[config.mk]
export PLATFORM = sky130hd
export DESIGN_NAME = lcd1602_writer
export DESIGN_NICKNAME = d
export VERILOG_FILES = /design/src/rtl/lcd1602_writer.sv
export SDC_FILE = /design/constraint.sdc
export NUM_CORES = 1
export LEC_CHECK = 0
export CELL_PAD_IN_SITES_DETAIL_PLACEMENT = 2
export CELL_PAD_IN_SITES_GLOBAL_PLACEMENT = 2
export CORE_UTILIZATION = 40
export DETAILED_ROUTE_END_ITERATION = 16
export GPL_TIMING_DRIVEN = 1
export PLACE_DENSITY = 0.7
export SETUP_SLACK_MARGIN = 0.1
export SLEW_MARGIN = 15
export SYNTH_ARGS = -nofsm -noshare
export SYNTH_HDL_FRONTEND = slang
export SYNTH_SLANG_ARGS = --single-unit
[constraint.sdc]
create_clock -name in_clock -period 3.9 [get_ports in_clock]
set_input_delay 1.17 -clock in_clock [delete_from_list [all_inputs] [get_ports in_clock]]
set_output_delay 1.17 -clock in_clock [all_outputs]
set_load 0.02 [all_outputs]
[src/rtl/lcd1602_writer.sv]
// lcd1602_writer: FIFO-buffered HD44780 (LCD1602) write sequencer with busy/full/overflow status.
// Define LCD1602_4BIT_EN to run each entry as two nibble transfers on lcd_d[7:4].
module lcd1602_writer #(
  parameter int FIFO_DEPTH    = 8,
  parameter int SETUP_CYC     = 2,
  parameter int E_HIGH_CYC    = 4,
  parameter int HOLD_CYC      = 2,
  parameter int CMD_WAIT_CYC  = 320,
  parameter int LONG_WAIT_CYC = 13000
) (
  input  logic       in_clock,
  input  logic       rst,
  input  logic       wr_stb,
  input  logic       wr_rs,
  input  logic [7:0] wr_data,
  input  logic       clr_ovf,
  output logic       lcd_e,
  output logic       lcd_rs,
  output logic       lcd_rw,
  output logic [7:0] lcd_d,
  output logic       busy,
  output logic       fifo_full,
  output logic       fifo_empty,
  output logic       overflow
);

  localparam int PTR_W   = (FIFO_DEPTH > 2) ? $clog2(FIFO_DEPTH) : 1;
  localparam int MAX_A   = (SETUP_CYC > E_HIGH_CYC) ? SETUP_CYC : E_HIGH_CYC;
  localparam int MAX_B   = (HOLD_CYC > CMD_WAIT_CYC) ? HOLD_CYC : CMD_WAIT_CYC;
  localparam int MAX_C   = (MAX_A > MAX_B) ? MAX_A : MAX_B;
  localparam int CNT_MAX = (MAX_C > LONG_WAIT_CYC) ? MAX_C : LONG_WAIT_CYC;
  localparam int CNT_W   = $clog2(CNT_MAX + 1);

  localparam logic [PTR_W-1:0] PTR_ONE   = PTR_W'(1);
  localparam logic [PTR_W:0]   FCNT_ONE  = (PTR_W + 1)'(1);
  localparam logic [PTR_W:0]   FCNT_ZERO = (PTR_W + 1)'(0);
  localparam logic [PTR_W:0]   FCNT_FULL = (PTR_W + 1)'(FIFO_DEPTH);
  localparam logic [CNT_W-1:0] CNT_ONE   = CNT_W'(1);
  localparam logic [CNT_W-1:0] CNT_ZERO  = CNT_W'(0);
  localparam logic [CNT_W-1:0] LD_SETUP  = CNT_W'(SETUP_CYC - 1);
  localparam logic [CNT_W-1:0] LD_EHI    = CNT_W'(E_HIGH_CYC - 1);
  localparam logic [CNT_W-1:0] LD_HOLD   = CNT_W'(HOLD_CYC - 1);

  typedef enum logic [2:0] {
    S_IDLE  = 3'd0,
    S_SETUP = 3'd1,
    S_EHI   = 3'd2,
    S_HOLD  = 3'd3,
    S_WAIT  = 3'd4
  } state_t;

  logic [8:0]       r_mem [FIFO_DEPTH];
  logic [PTR_W-1:0] r_wr_ptr;
  logic [PTR_W-1:0] r_rd_ptr;
  logic [PTR_W:0]   r_fcount;
  logic [PTR_W:0]   w_fcount_nxt;
  logic             r_full;
  logic             r_empty;
  logic             r_ovf;
  logic             r_busy;
  logic             w_push;
  logic             w_drop;
  logic             w_pop;
  logic             w_full_nxt;
  logic             w_empty_nxt;
  logic [8:0]       w_head;

  state_t           r_state;
  state_t           w_state_nxt;
  logic [CNT_W-1:0] r_cnt;
  logic [CNT_W-1:0] w_cnt_nxt;
  logic             w_cnt_zero;
  logic             r_e;
  logic             w_e_nxt;
  logic             r_rs;
  logic             w_rs_nxt;
  logic [7:0]       r_d;
  logic [7:0]       w_d_nxt;
  logic [7:0]       r_byte;
  logic [7:0]       w_byte_nxt;
`ifdef LCD1602_4BIT_EN
  logic             r_nib;
  logic             w_nib_nxt;
`endif

  // Clear-display and return-home need the long execution wait.
  function automatic logic [CNT_W-1:0] wait_load(input logic rs, input logic [7:0] b);
    if (!rs && (b[7:2] == 6'd0)) begin
      wait_load = CNT_W'(LONG_WAIT_CYC - 1);
    end else begin
      wait_load = CNT_W'(CMD_WAIT_CYC - 1);
    end
  endfunction

  // First bus lane of a byte: the whole byte, or its high nibble in 4-bit mode.
  function automatic logic [7:0] first_lane(input logic [7:0] b);
`ifdef LCD1602_4BIT_EN
    first_lane = {b[7:4], 4'h0};
`else
    first_lane = b;
`endif
  endfunction

  assign w_head = r_mem[r_rd_ptr];

  // FIFO push/drop decode and next occupancy; full test uses the registered flag.
  always_comb begin
    w_push = wr_stb & ~r_full;
    w_drop = wr_stb & r_full;
    case ({w_push, w_pop})
      2'b10:   w_fcount_nxt = r_fcount + FCNT_ONE;
      2'b01:   w_fcount_nxt = r_fcount - FCNT_ONE;
      default: w_fcount_nxt = r_fcount;
    endcase
    w_full_nxt  = (w_fcount_nxt == FCNT_FULL);
    w_empty_nxt = (w_fcount_nxt == FCNT_ZERO);
  end

  // FIFO pointers, occupancy, flags and sticky overflow.
  always_ff @(posedge in_clock or negedge rst) begin
    if (!rst) begin
      r_wr_ptr <= {PTR_W{1'b0}};
      r_rd_ptr <= {PTR_W{1'b0}};
      r_fcount <= FCNT_ZERO;
      r_full   <= 1'b0;
      r_empty  <= 1'b1;
      r_ovf    <= 1'b0;
    end else begin
      if (w_push) r_wr_ptr <= r_wr_ptr + PTR_ONE;
      if (w_pop)  r_rd_ptr <= r_rd_ptr + PTR_ONE;
      r_fcount <= w_fcount_nxt;
      r_full   <= w_full_nxt;
      r_empty  <= w_empty_nxt;
      if (w_drop) begin
        r_ovf <= 1'b1;
      end else if (clr_ovf) begin
        r_ovf <= 1'b0;
      end
    end
  end

  // FIFO storage; contents are don't-care until written.
  always_ff @(posedge in_clock) begin
    if (w_push) r_mem[r_wr_ptr] <= {wr_rs, wr_data};
  end

  // Sequencer next-state and bus values.
  always_comb begin
    w_state_nxt = r_state;
    w_cnt_nxt   = r_cnt;
    w_e_nxt     = r_e;
    w_rs_nxt    = r_rs;
    w_d_nxt     = r_d;
    w_byte_nxt  = r_byte;
    w_pop       = 1'b0;
    w_cnt_zero  = (r_cnt == CNT_ZERO);
`ifdef LCD1602_4BIT_EN
    w_nib_nxt   = r_nib;
`endif
    case (r_state)
      S_IDLE: begin
        w_e_nxt = 1'b0;
        if (!r_empty) begin
          w_pop       = 1'b1;
          w_rs_nxt    = w_head[8];
          w_byte_nxt  = w_head[7:0];
          w_d_nxt     = first_lane(w_head[7:0]);
          w_cnt_nxt   = LD_SETUP;
          w_state_nxt = S_SETUP;
`ifdef LCD1602_4BIT_EN
          w_nib_nxt   = 1'b0;
`endif
        end else begin
          w_state_nxt = S_IDLE;
        end
      end
      S_SETUP: begin
        if (w_cnt_zero) begin
          w_e_nxt     = 1'b1;
          w_cnt_nxt   = LD_EHI;
          w_state_nxt = S_EHI;
        end else begin
          w_e_nxt   = 1'b0;
          w_cnt_nxt = r_cnt - CNT_ONE;
        end
      end
      S_EHI: begin
        if (w_cnt_zero) begin
          w_e_nxt     = 1'b0;
          w_cnt_nxt   = LD_HOLD;
          w_state_nxt = S_HOLD;
        end else begin
          w_e_nxt   = 1'b1;
          w_cnt_nxt = r_cnt - CNT_ONE;
        end
      end
      S_HOLD: begin
        w_e_nxt = 1'b0;
        if (w_cnt_zero) begin
`ifdef LCD1602_4BIT_EN
          // High nibble done: present the low nibble with no execution wait between.
          if (!r_nib) begin
            w_nib_nxt   = 1'b1;
            w_d_nxt     = {r_byte[3:0], 4'h0};
            w_cnt_nxt   = LD_SETUP;
            w_state_nxt = S_SETUP;
          end else begin
            w_cnt_nxt   = wait_load(r_rs, r_byte);
            w_state_nxt = S_WAIT;
          end
`else
          w_cnt_nxt   = wait_load(r_rs, r_byte);
          w_state_nxt = S_WAIT;
`endif
        end else begin
          w_cnt_nxt = r_cnt - CNT_ONE;
        end
      end
      S_WAIT: begin
        w_e_nxt = 1'b0;
        if (w_cnt_zero) begin
          w_state_nxt = S_IDLE;
        end else begin
          w_cnt_nxt = r_cnt - CNT_ONE;
        end
      end
      default: begin
        w_e_nxt     = 1'b0;
        w_cnt_nxt   = CNT_ZERO;
        w_state_nxt = S_IDLE;
      end
    endcase
  end

  // Sequencer registers; lcd_e comes straight from r_e so it cannot glitch.
  always_ff @(posedge in_clock or negedge rst) begin
    if (!rst) begin
      r_state <= S_IDLE;
      r_cnt   <= CNT_ZERO;
      r_e     <= 1'b0;
      r_rs    <= 1'b0;
      r_d     <= 8'h00;
      r_byte  <= 8'h00;
      r_busy  <= 1'b0;
`ifdef LCD1602_4BIT_EN
      r_nib   <= 1'b0;
`endif
    end else begin
      r_state <= w_state_nxt;
      r_cnt   <= w_cnt_nxt;
      r_e     <= w_e_nxt;
      r_rs    <= w_rs_nxt;
      r_d     <= w_d_nxt;
      r_byte  <= w_byte_nxt;
      r_busy  <= !((w_state_nxt == S_IDLE) && w_empty_nxt);
`ifdef LCD1602_4BIT_EN
      r_nib   <= w_nib_nxt;
`endif
    end
  end

  assign lcd_e      = r_e;
  assign lcd_rs     = r_rs;
  assign lcd_rw     = 1'b0;
  assign lcd_d      = r_d;
  assign busy       = r_busy;
  assign fifo_full  = r_full;
  assign fifo_empty = r_empty;
  assign overflow   = r_ovf;

endmodule

==> out/qor.json, run 1 <==
{
  "routed_wl_um": 11200,
  "setup.worst_path.start_class": "primary input",
  "syn_nets": 362,
  "routed_via_density": 5.47,
  "leakage_nw": 2.13,
  "drive_gt1_frac": 0.174,
  "irDropWorstVdd_mv": 0.406,
  "multiInputGateArea_mm2": 0.00161,
  "nets": 403,
  "cts-buffers-inserted": 17,
  "min_path_cells": 1,
  "power_switching_share": 0.317,
  "final_critical_path_time_including_i_o_delays_and_setup_ns": 3.14,
  "final_common_cell": "sky130_fd_sc_hd__edfxtp_1",
  "synth_async_sr_flop_share": 0.363,
  "detailedPlacementHpwl_um": 7190,
  "core_area_mm2": 0.0120,
  "power.density_cell_area_mw_per_mm2": 804,
  "die_width_um": 113,
  "worst-endpoint-required_ns": 4.17,
  "slew_violations": 0,
  "critical-path-top-cell-by-count": "sky130_fd_sc_hd__ha_1",
  "max_frequency_ghz": 0.319,
  "route.antenna.remaining_nets": 0,
  "grt_overflow_total": 0,
  "hold_violations": 0,
  "detail_route.first_pass.iterations": 4,
  "rr_worst_depth": 8,
  "mostFrequentLayoutCells": "sky130_fd_sc_hd__edfxtp_1, sky130_fd_sc_hd__dfrtp_1, sky130_fd_sc_hd__nor2_1",
  "cts_tree": "done",
  "power.share.combinational": 0.275,
  "synth.cell_area_mm2": 0.00491,
  "number_of_instances_resized_during_post_cts_repair": 0,
  "p_switching_mw": 1.51,
  "synth.lib_cells_used.distinct": 47,
  "synth_simple_gate_area_frac": 0.118,
  "post_layout_nonfiller_instances": 543,
  "total_drc_errors_in_the_routed_layout": 0,
  "slowest_stage": "sky130_fd_sc_hd__clkdlybuf4s50_1",
  "seq_power_share": 0.401,
  "max-clock-path-buffers": 2,
  "hold_path_startpoint": "r_wr_ptr[2]",
  "syn-mean-instance-area_um2": 14.4,
  "setup_viol": 0,
  "dp_worst_setup_slack_ns": 0.337,
  "cap_viol_max_count": 0,
  "r2r_start": "r_state[1]",
  "ys_ff_latch": 113,
  "grt_max_degree": 42,
  "critical_path.max_fanout": 6,
  "clock_skew_ns": 0.00580,
  "gpl.final_weighted_congestion": 0.697,
  "synthDominantCellAreaShare": 0.440,
  "synth_top_area_cell": "sky130_fd_sc_hd__edfxtp_1",
  "floorplan.io_pins": 28,
  "pwr-share-clk": 0.324,
  "syn_to_final_growth_pct": 21.0,
  "antenna_cells_inserted": 0,
  "ctsHoldBuffers": 0,
  "synth_seq_area_share": 0.650,
  "hold_ws_ns": 0.515,
  "placedCellCount": 511,
  "synthXorXnorAreaFrac": 0.0232,
  "clkSlewWorstSetupHoldPaths_ns": 0.05,
  "crit_path_cell_trace": "clkdlybuf4s50_1 -> nor2b_1 -> inv_1 -> ha_1 -> xor2_1 -> ha_1 -> mux2_2 -> or2_2 -> nor2_1 -> nand3_1",
  "clock_tree.root_cell": "sky130_fd_sc_hd__clkbuf_16",
  "synth-compound-area-share": 0.0581,
  "most_used_flip_flop_cell_after_synthesis": "sky130_fd_sc_hd__edfxtp_1",
  "slowest_delay_ns": 0.47,
  "sequential_cell_area_mm2": 0.00319,
  "timing_worst_slew_pin_value_ns": 1.01,
  "power.internal_mw": 3.26,
  "synth_adder_area_share": 0.0178,
  "min-delay-path-class": "register to register",
  "fill_cells": 1123,
  "cts.htree.levels": 4,
  "die_y_um": 113,
  "outcome": "finished clean",
  "timing.slew.headroom": 0.324,
  "io_buffer_count": 26,
  "cp_data_arrival_time_ns": 3.41,
  "postCtsSetupRepairBufs": 0,
  "synth_top_family_by_area": "simple AND/OR/NAND/NOR gates",
  "timing.setup.critical_path_class": "primary input to register",
  "r2r_setup_slack_ns": 1.25,
  "std_cell_rows": 40,
  "die_outline_area_mm2": 0.0127,
  "wire_per_inst_um": 20.5,
  "reg2reg_to": "busy",
  "muxShareOfSynthArea": 0.110,
  "grt_pass1_wl_um": 18300,
  "setup_slack_ns": 0.762,
  "grt_pass1_vias": 3272,
  "grt_setup_unrepaired": "false",
  "initial_utilization": 0.409,
  "power.total_mw": 4.77,
  "timing.critical_path.max_delay_family": "simple AND/OR/NAND/NOR gates",
  "synth_enable_flop_cells": 72,
  "post_synth_inst_count": 342,
  "worstHoldEndpoint": "r_wr_ptr[2]",
  "detailedRoute.firstIterationViolations": 144,
  "final.period_utilization": 0.805,
  "grtUsageTotal": 0.198,
  "dr_total_vias": 2972,
  "grt_antenna_before_repair": 0,
  "netlist_top_cells_area": "sky130_fd_sc_hd__edfxtp_1, sky130_fd_sc_hd__dfrtp_1, sky130_fd_sc_hd__mux4_2",
  "cp.buffers_inverters": 2,
  "yosys_warns": 0,
  "clk-insertion-delay-late_ns": 0.41,
  "critPathCaptureType": "register",
  "clock_sinks": 113,
  "setup_total_negative_slack_ns": 0
}
## metrics by stage
step	util	cell area (um^2)
2_1_floorplan	-	4910
3_3_place_gp	0.445	5350
3_5_place_dp	0.445	5350
4_1_cts	0.494	5940
5_1_grt	0.494	5940
6_report	0.494	5940
## power groups by stage
stage               sequential (mW)  combinational [mW]  clock [mW]
floorplan                      1.87               0.894           0
global placement               1.92                1.27           0
detailed placement             1.93                1.33           0
CTS                            1.92                1.34        1.58
global route                   1.96                1.45        1.62
finish                         1.91                1.31        1.55
## routing by layer
layer | vias up | wire (um) | global-route usage
met2 | 38 | 5770 | 0.334
met3 | 18 | 297 | 0.0600
met4 | 0 | 175 | 0.0667
met5 | - | 0 | 0
li1 | 1383 | - | -
met1 | 1533 | 4910 | 0.244
## synth_stat cells, types with 2 or more instances
cell / number
sky130_fd_sc_hd__buf_4: 3
sky130_fd_sc_hd__or3_1: 5
sky130_fd_sc_hd__o31ai_1: 3
sky130_fd_sc_hd__o311ai_0: 2
sky130_fd_sc_hd__nor2b_1: 5
sky130_fd_sc_hd__ha_1: 7
sky130_fd_sc_hd__xnor2_1: 8
sky130_fd_sc_hd__mux2_2: 3
sky130_fd_sc_hd__clkbuf_1: 7
sky130_fd_sc_hd__or2_2: 2
sky130_fd_sc_hd__or4_1: 3
sky130_fd_sc_hd__buf_6: 2
sky130_fd_sc_hd__nand3_1: 6
sky130_fd_sc_hd__nand2b_1: 6
sky130_fd_sc_hd__nor4bb_1: 2
sky130_fd_sc_hd__nor4_1: 4
sky130_fd_sc_hd__and2_1: 2
sky130_fd_sc_hd__nor3b_1: 2
sky130_fd_sc_hd__nand2_1: 21
sky130_fd_sc_hd__o21ai_0: 16
sky130_fd_sc_hd__nand4_1: 3
sky130_fd_sc_hd__o211ai_1: 3
sky130_fd_sc_hd__xor2_1: 5
sky130_fd_sc_hd__buf_2: 3
sky130_fd_sc_hd__inv_1: 5
sky130_fd_sc_hd__a211oi_1: 4
sky130_fd_sc_hd__mux2i_1: 10
sky130_fd_sc_hd__a21oi_1: 13
sky130_fd_sc_hd__dfrtp_1: 40
sky130_fd_sc_hd__nor3_1: 15
sky130_fd_sc_hd__mux4_2: 18
sky130_fd_sc_hd__nor2_1: 28
sky130_fd_sc_hd__edfxtp_1: 72
## how the worst max path moves through the flow
stage / startpoint / to / slack, ns / cells after the start
after floorplan: wr_stb / busy / 0.77 / 9
after global placement: wr_stb / busy / 0.40 / 10
after detailed placement: wr_stb / busy / 0.34 / 10
after CTS: wr_stb / busy / 0.77 / 10
after global routing: wr_stb / busy / 0.66 / 10
final: wr_stb / busy / 0.76 / 10
## worst register-to-register path, stage by stage (launching register included)
cell                      delay (ns)
sky130_fd_sc_hd__dfrtp_1        0.46
sky130_fd_sc_hd__or3_1          0.40
sky130_fd_sc_hd__nor2_1         0.16
sky130_fd_sc_hd__buf_4          0.29
sky130_fd_sc_hd__ha_1           0.36
sky130_fd_sc_hd__mux2_2         0.33
sky130_fd_sc_hd__or2_2          0.31
sky130_fd_sc_hd__nor2_1         0.12
sky130_fd_sc_hd__nand3_1        0.09
## sequential cells by signal (all words and copies together), names as in the netlist, 3 cells and up
name / count
r_mem: 72
r_cnt: 14
r_byte: 8
r_fcount: 4
r_rd_ptr: 3
r_state: 3
r_wr_ptr: 3
## area by class of cell
cell class	instances	area share
clock buffers	21	0.0758
multi-input cells	208	0.271
clock inverters	11	0.0238
inverters	5	0.00316
flip-flops and latches	113	0.537
repair buffers	38	0.0581
well taps	147	0.0310
## kinds of logic (layout without fill, tap and decap cells)
kind of cell / count (synthesis) / in the layout
DFF: 113 / 113
and+or+nand+nor: 109 / 109
AOI/OAI and AO/OA: 47 / 47
muxes: 31 / 31
buffers and inverters: 21 / 75
xor gates and xnor gates: 13 / 13
adders and majority gates: 7 / 7
other: 1 / 1
(Power assumes the default switching activity.)
==> run 2: changes to the inputs <==
==> constraint.sdc (replaced) <==
create_clock -name in_clock -period 3.15 [get_ports in_clock]
set_input_delay 0.945 -clock in_clock [delete_from_list [all_inputs] [get_ports in_clock]]
set_output_delay 0.945 -clock in_clock [all_outputs]
set_load 0.02 [all_outputs]
==> run 2 against run 1 <==
Against the previous run: non-clock buffer count up 9; largest power group unchanged; worst setup slack got worse by 0.47 ns; sequential power rose by 24%; largest cell class unchanged; wire length grew 2.4%; highest routed layer unchanged; sequential share of layout area down 0.42 points; final area up 0.78%; die area did not move; sequential cell count stayed put; power is 23% higher.
==> out/qor.json, run 2 (synthesis results as in run 1) <==
{
  "routed_via_density": 5.38,
  "max_frequency_ghz": 0.350,
  "cts_tree": "done",
  "p_switching_mw": 1.90,
  "seq_power_share": 0.405,
  "hold_violations": 0,
  "placedCellCount": 520,
  "die_y_um": 113,
  "number_of_instances_resized_during_post_cts_repair": 0,
  "grt_pass1_wl_um": 18600,
  "die_width_um": 113,
  "final_critical_path_time_including_i_o_delays_and_setup_ns": 2.86,
  "setup_total_negative_slack_ns": 0,
  "outcome": "finished clean",
  "leakage_nw": 2.17,
  "hold_ws_ns": 0.530,
  "clkSlewWorstSetupHoldPaths_ns": 0.06,
  "initial_utilization": 0.409,
  "cts.htree.levels": 4,
  "clock_tree.root_cell": "sky130_fd_sc_hd__clkbuf_16",
  "core_area_mm2": 0.0120,
  "postCtsSetupRepairBufs": 0,
  "post_layout_nonfiller_instances": 552,
  "critical_path.max_fanout": 2,
  "timing.setup.critical_path_class": "primary input to register",
  "wire_per_inst_um": 20.7,
  "die_outline_area_mm2": 0.0127,
  "grt_antenna_before_repair": 0,
  "dr_total_vias": 2967,
  "detail_route.first_pass.iterations": 5,
  "std_cell_rows": 40,
  "antenna_cells_inserted": 0,
  "clock_skew_ns": 0.00977,
  "pwr-share-clk": 0.315,
  "power.density_cell_area_mw_per_mm2": 978,
  "grtUsageTotal": 0.203,
  "power.internal_mw": 3.95,
  "clock_sinks": 113,
  "clk-insertion-delay-late_ns": 0.42,
  "total_drc_errors_in_the_routed_layout": 0,
  "power_switching_share": 0.325,
  "drive_gt1_frac": 0.190,
  "routed_wl_um": 11400,
  "setup.worst_path.start_class": "primary input",
  "floorplan.io_pins": 28,
  "final_core_utilization": 0.498,
  "setup_viol": 0,
  "largest_registers": "r_mem: 72 flops, r_cnt: 14 flops, r_byte: 8 flops",
  "irDropWorstVdd_mv": 0.515,
  "io_buffer_count": 26,
  "power.total_mw": 5.85,
  "grt_overflow_total": 0,
  "timing_worst_slew_pin_value_ns": 0.915,
  "detailedPlacementHpwl_um": 7540,
  "min-delay-path-class": "primary input to async pin",
  "grt_pass1_vias": 3368,
  "detailedRoute.firstIterationViolations": 104,
  "final.period_utilization": 0.907,
  "grt_max_degree": 24,
  "max-clock-path-buffers": 2,
  "power.share.combinational": 0.280,
  "final_common_cell": "sky130_fd_sc_hd__edfxtp_1",
  "slew_violations": 0,
  "flip_flop_count_of_the_largest_register_all_copies_and_words_added": 72,
  "worst-endpoint-required_ns": 3.43,
  "mostFrequentLayoutCells": "sky130_fd_sc_hd__edfxtp_1, sky130_fd_sc_hd__dfrtp_1, sky130_fd_sc_hd__nor2_1",
  "syn_to_final_growth_pct": 21.9,
  "ctsHoldBuffers": 0,
  "route.antenna.remaining_nets": 0,
  "timing.slew.headroom": 0.390,
  "critPathCaptureType": "register",
  "grt_setup_unrepaired": "false",
  "largest-register": "r_mem",
  "cap_viol_max_count": 0,
  "cts-buffers-inserted": 17,
  "nets": 412,
  "gpl.final_weighted_congestion": 0.719,
  "cp_data_arrival_time_ns": 3.13
}
[run 2: cell count changes in the layout (fill, tap and decap cells not counted), sizes merged]
cell and delta:
clkinv +3, bufinv -1, buf +9, clkbuf -2, inv +2, clkinvlp -2
[run 2: path summary, 6_finish.rpt]
path	start	endpoint	slack (ns)	cells past startpoint
max	wr_stb	busy	0.29	10
min	rst	r_cnt[11]	0.53	1
max reg2reg	r_state[1]	busy	0.57	9
min reg2reg	overflow	overflow	0.53	2
max in group asynchronous	rst	r_rd_ptr[1]	2.03	2
min in group in_clock	overflow	overflow	0.53	2
[run 2: through the flow]
step	setup WS [ns]	cell area, um^2
after floorplan	0.246	4910
final	0.294	5990
after global routing	0.138	5990
after global placement	-0.0711	5420
after CTS	0.286	5990
after detailed placement	-0.148	5420
[run 2: worst max-delay path, cell delays in order]
cell	delay, ns
sky130_fd_sc_hd__clkdlybuf4s50_1	0.48
sky130_fd_sc_hd__nor2b_1	0.17
sky130_fd_sc_hd__inv_1	0.07
sky130_fd_sc_hd__ha_1	0.23
sky130_fd_sc_hd__xor2_1	0.17
sky130_fd_sc_hd__ha_1	0.27
sky130_fd_sc_hd__mux2_2	0.27
sky130_fd_sc_hd__or2_2	0.31
sky130_fd_sc_hd__nor2_1	0.12
sky130_fd_sc_hd__nand3_1	0.09
[run 2: final cells by class]
class,instances,area (um^2)
Fill cell,1122,6030
Tap cell,147,184
Inverter,5,18.8
Multi-Input combinational cell,208,1610
Sequential cell,113,3190
Clock buffer,19,433
Clock inverter,13,138
Timing Repair Buffer,47,413
[run 2: power groups by stage]
stage	clock network (mW)	logic [mW]	registers (mW)
3_3_place_gp	0	1.59	2.37
3_5_place_dp	0	1.66	2.39
2_1_floorplan	0	1.11	2.31
6_report	1.84	1.64	2.37
5_1_grt	1.95	1.82	2.43
4_1_cts	1.89	1.68	2.38
[run 2: metal layers]
metal  track usage  wire length (um)  vias up
met5             0                 0        -
met4        0.0951               197        0
met3        0.0477               287       14
met2         0.356              5950       32
met1         0.238              4990     1513
li1              -                 -     1408
